[src/rtl/mem_arb_pkg.sv]
// Shared types and default sizes for the unified instruction/data memory arbiter.
package mem_arb_pkg;

  localparam int ADDR_W_DEF       = 14;
  localparam int DATA_W_DEF       = 32;
  localparam int STARVE_LIMIT_DEF = 4;

  // Owner of the read response returning in the cycle after a grant.
  typedef enum logic [1:0] {
    OWN_NONE = 2'd0,
    OWN_INST = 2'd1,
    OWN_DATA = 2'd2
  } owner_e;

  function automatic logic is_read(input logic [DATA_W_DEF/8-1:0] we);
    return (we == '0);
  endfunction

endpackage

[src/rtl/arb_starve_cnt.sv]
// Saturating count of consecutive denied fetch cycles; hit flags that fetch must win next.
module arb_starve_cnt #(
  parameter int LIMIT = mem_arb_pkg::STARVE_LIMIT_DEF
) (
  input  logic clk,
  input  logic rst,
  input  logic inc,
  input  logic clr,
  output logic hit
);

  localparam int CW = (LIMIT < 1) ? 1 : $clog2(LIMIT + 1);
  localparam logic [CW-1:0] LIM = CW'(LIMIT);

  logic [CW-1:0] cnt;

  always_ff @(posedge clk or posedge rst) begin
    if (rst) begin
      cnt <= '0;
    end else if (clr) begin
      cnt <= '0;
    end else if (inc && (cnt != LIM)) begin
      cnt <= cnt + 1'b1;
    end
  end

  assign hit = (cnt == LIM);

endmodule

[src/rtl/mem_arbiter.sv]
// Shares one synchronous-read, byte-lane memory between fetch and data ports.
// Data has priority; a saturating starvation counter lets fetch through once.
module mem_arbiter
  import mem_arb_pkg::*;
#(
  parameter int ADDR_W       = ADDR_W_DEF,
  parameter int DATA_W       = DATA_W_DEF,
  parameter int STARVE_LIMIT = STARVE_LIMIT_DEF
) (
  input  logic                clk,
  input  logic                rst,

  input  logic                i_req,
  input  logic [ADDR_W-1:0]   i_addr,
  input  logic                i_flush,
  output logic                i_gnt,
  output logic                i_rvalid,
  output logic [DATA_W-1:0]   i_rdata,

  input  logic                d_req,
  input  logic [DATA_W/8-1:0] d_we,
  input  logic [ADDR_W-1:0]   d_addr,
  input  logic [DATA_W-1:0]   d_wdata,
  output logic                d_gnt,
  output logic                d_rvalid,
  output logic [DATA_W-1:0]   d_rdata,

  output logic                mem_cs,
  output logic [DATA_W/8-1:0] mem_we,
  output logic [ADDR_W-1:0]   mem_addr,
  output logic [DATA_W-1:0]   mem_wdata,
  input  logic [DATA_W-1:0]   mem_rdata
);

  localparam int NB = DATA_W / 8;

  logic   starve_hit;
  owner_e resp_own, resp_own_nxt;
  logic   d_is_read;

  arb_starve_cnt #(
    .LIMIT (STARVE_LIMIT)
  ) u_starve (
    .clk (clk),
    .rst (rst),
    .inc (i_req & ~i_gnt),
    .clr (i_gnt | ~i_req),
    .hit (starve_hit)
  );

  assign i_gnt     = i_req & (~d_req | starve_hit);
  assign d_gnt     = d_req & ~i_gnt;
  assign d_is_read = (d_we == '0);

  always_comb begin
    mem_cs    = 1'b0;
    mem_we    = '0;
    mem_addr  = '0;
    mem_wdata = '0;
    if (i_gnt) begin
      mem_cs   = 1'b1;
      mem_addr = i_addr;
    end else if (d_gnt) begin
      mem_cs    = 1'b1;
      mem_we    = d_we;
      mem_addr  = d_addr;
      mem_wdata = d_wdata;
    end
  end

  // A fetch granted under flush belongs to the abandoned path, so no owner is recorded.
  always_comb begin
    resp_own_nxt = OWN_NONE;
    if (i_gnt && !i_flush) begin
      resp_own_nxt = OWN_INST;
    end else if (d_gnt && d_is_read) begin
      resp_own_nxt = OWN_DATA;
    end
  end

  always_ff @(posedge clk or posedge rst) begin
    if (rst) begin
      resp_own <= OWN_NONE;
    end else begin
      resp_own <= resp_own_nxt;
    end
  end

  assign i_rvalid = (resp_own == OWN_INST) & ~i_flush;
  assign d_rvalid = (resp_own == OWN_DATA);
  assign i_rdata  = i_rvalid ? mem_rdata : '0;
  assign d_rdata  = d_rvalid ? mem_rdata : '0;

  logic unused_nb;
  assign unused_nb = (NB == 0);

endmodule
[config.mk]
export PLATFORM = sky130hd
export DESIGN_NAME = mem_arbiter
export DESIGN_NICKNAME = d
export VERILOG_FILES = /design/src/rtl/mem_arb_pkg.sv /design/src/rtl/arb_starve_cnt.sv /design/src/rtl/mem_arbiter.sv
export SDC_FILE = /design/constraint.sdc
export NUM_CORES = 1
export LEC_CHECK = 0
export ABC_CLOCK_PERIOD_IN_PS = 1700
export BUFFER_PORTS_ARGS = -buffer_cell sky130_fd_sc_hd__buf_2
export CAP_MARGIN = 15
export CORE_AREA = 2 2 86 88
export CTS_BUF_LIST = sky130_fd_sc_hd__clkbuf_16
export DETAILED_ROUTE_END_ITERATION = 6
export DIE_AREA = 0 0 88 90
export GPL_ROUTABILITY_DRIVEN = 0
export PLACE_DENSITY = 0.64
export SLEW_MARGIN = 20
export SYNTH_ARGS = -nofsm -noshare
export SYNTH_HDL_FRONTEND = slang
export SYNTH_SLANG_ARGS = --single-unit
export TNS_END_PERCENT = 100
[constraint.sdc]
create_clock -name clk -period 1.7 [get_ports clk]
set_clock_uncertainty 0.05 [all_clocks]
set_input_delay 0.085 -clock clk [delete_from_list [all_inputs] [get_ports clk]]
set_output_delay 0.085 -clock clk [all_outputs]
set_load 0.005 [all_outputs]
==> summary.txt <==
Clock network
  • Worst skew pair latency: 0.23 ns
  • Sink Count: 5
  • Root buffer cell: clkbuf_16
  • H-tree levels: 1
  • Max Root-Sink Buffers: 2
  • CTS tree: yes
  • Inserted Clock Buffers: 3
  • Clk slew on worst S/H paths: 0.03 ns

Setup path
  • Worst setup SP type: flip-flop
  • Crit-path max FO: 19
  • Critical path required time: 1.56 ns
  • Arrival time worst endpoint: 1.52 ns
  • Kind of critical path: flip-flop to output pin
  • Reg2reg path depth: 5
  • Reg2reg start: u_starve.cnt[0]
  • Register-to-Register Setup Slack: 0.37 ns
  • R2R Path End: resp_own[1]
  • Setup crit end kind: output pin

Timing
  • Final Hold Fails: 0
  • Crit share post-route: 0.9740
  • Setup total negative slack: 0 ns
  • Slew headroom: 0.7634
  • Fin. max-slew vios: 0
  • Fmax: 603.9 MHz
  • Worst Tran Pin Value: 0.3549 ns
  • Final min period: 1.656 ns
  • RSZ-0062 raised after global routing: true
  • Setup Viol. Count Final: 0

Cells and area
  • FF/Latch Area: 125.1 µm²
  • Final nets: 508
  • Layout cell share with drive strength beyond 1: 0.5916
  • Most common cell after layout, fill and taps aside: buf_2
  • Most frequent cells in the layout: buf_2 (219), and2_1 (65), and3_1 (37), nand2_1 (29), o22ai_1 (14)
  • N_diodes: 0
  • Multi-input logic area: 993.5 µm²
  • Fillers: 722
  • Area grow syn2layout: 109.7%
  • Fin util: 0.3648

Logic synthesis
  • Synth Instances: 191
  • Post-synth top area cell: and2_1
  • Syn Nets: 294
  • Ranking of synthesized cells by area: and2_1 (33%), and3_1 (19%), dfrtp_1 (10%)
  • Post-synth top area share: 0.3330
  • Seq cells post-synth: 5
  • Syn_area_per_cell: 6.394 µm²
  • Yosys warning count: 0
  • Post-synthesis sequential area ratio: 0.1025
  • Yosys cell types: 23
  • Syn Std Cell Area: 1221 µm²

Die
  • Rows: 31
  • Core area: 7020 µm²
  • Initial Utilization: 0.1739
  • # IOs: 220
  • Die height: 90 µm
  • Chip width: 88 µm
  • Die Area: 7920 µm²

Route
  • Antenna viol nets, final: 0
  • DRC violation count after routing: 0
  • Final WL: 5593 µm
  • Vias/cell: 4.137
  • Routed len/inst: 11.12 µm
  • Drt initial violations: 35
  • First-pass DRT Iterations: 4
  • Routed via count: 2081

Hold path
  • HP Start: d_we[3]
  • Hold Path End: resp_own[1]
  • Hold Crit Depth: 3
  • HP Class: input pin to flip-flop

Run
  • Max cap viols: 0

Pwr
  • Leakage: 1.713 nW
  • Total power: 0.8718 mW
  • Cell area power density: 340.4 nW/µm²
  • Worst vdd ir: 224.2 µV

GRT
  • Initial antenna violation count: 0
  • Overflow left after global routing: 0
  • Number of global-route vias before repair: 1861
  • Global-route wire length before repair: 7866 µm
  • Total track usage: 0.1204
  • Largest net degree at the start of global routing: 39

Status
  • Outcome: finished, final reports clean

Placement
  • IO buf count: 219
  • Post-DP HPWL: 4370 µm
-- worst max-delay path: stages (launching register included) --
cell and delay [ns]:
dfrtp_1 0.40, inv_2 0.08, ha_4 0.17, nand3_4 0.14
buf_12 0.19, and3_1 0.18, buf_2 0.12
-- through the flow --
step	cell area [µm²]	instances	hold WS, ns	worst slack (ns)
floorplan	1221	191	-0.1865	0.3364
global placement	2369	494	-0.05324	0.1534
detailed placement	2369	494	-0.04949	0.08165
CTS	2475	500	0.1804	0.01992
global route	2561	503	0.1923	-0.02027
finish	2561	503	0.1648	0.04415
-- power breakdown --
group | internal [mW] | total, mW | switching, mW
logic | 0.209 | 0.365 | 0.155
clock network | 0.305 | 0.381 | 0.0767
registers | 0.123 | 0.126 | 0.00265
total | 0.637 | 0.872 | 0.234
-- how the worst max path moves through the flow --
stage	startpoint	end	slack [ns]
2_1_floorplan	u_starve.cnt[0]	mem_addr[10]	0.34
3_3_place_gp	u_starve.cnt[0]	mem_addr[1]	0.15
3_5_place_dp	u_starve.cnt[0]	mem_addr[4]	0.08
4_1_cts	u_starve.cnt[0]	mem_wdata[1]	0.02
5_1_grt	u_starve.cnt[0]	mem_wdata[1]	-0.02
6_report	u_starve.cnt[0]	mem_wdata[1]	0.04
-- cells by family after synthesis --
kind of cell    share of synthesized area
buf+inv                            0.1086
flops                              0.1025
simple gates                       0.6711
compound gates                    0.09732
fa+ha+maj                         0.02049
-- state kept, by name (all words and copies together), names as in the netlist --
name	cells
u_starve.cnt	3
resp_own	2
-- metal layers --
| metal | GRT usage | vias up | wire length (µm) |
|---|---|---|---|
| met1 | 0.1188 | 889 | 2155 |
| met2 | 0.2475 | 135 | 2862 |
| li1 | - | 1053 | - |
| met4 | 0.03077 | 0 | 35 |
| met3 | 0.01837 | 4 | 539 |
| met5 | 0 | - | 0 |
-- layout make-up --
cell class	instances	area share
clock buffers	3	0.02931
well taps	99	0.04836
multi-input cells	161	0.3879
flip-flops and latches	5	0.04885
repair buffers	230	0.4783
inverters	4	0.005862
clock inverters	1	0.001466
-- synthesized netlist by cell type --
cell	count
a211oi_1	2
a21boi_2	1
a21oi_1	1
and2_1	65
and2b_1	1
and3_1	38
buf_2	4
buf_4	3
buf_6	3
clkbuf_1	11
dfrtp_1	5
ha_1	2
inv_1	4
nand2_1	29
nand2b_1	1
nand3_1	1
nor2b_1	1
nor3b_1	1
nor3b_2	1
nor4_1	1
o22ai_1	14
or2_2	1
or3b_1	1
-- what timing repair did --
| item | in CTS | in global routing |
|---|---|---|
| hold endpoints to repair | 6 | 0 |
| setup buffers | 0 | 0 |
| pin swaps | 0 | 1 |
| cloned | 0 | 3 |
| hold buffers | 2 | 0 |
| gates resized for setup | 3 | 9 |
| endpoints found under the setup margin | 51 | 71 |
Power figures use the tool's default switching activity.
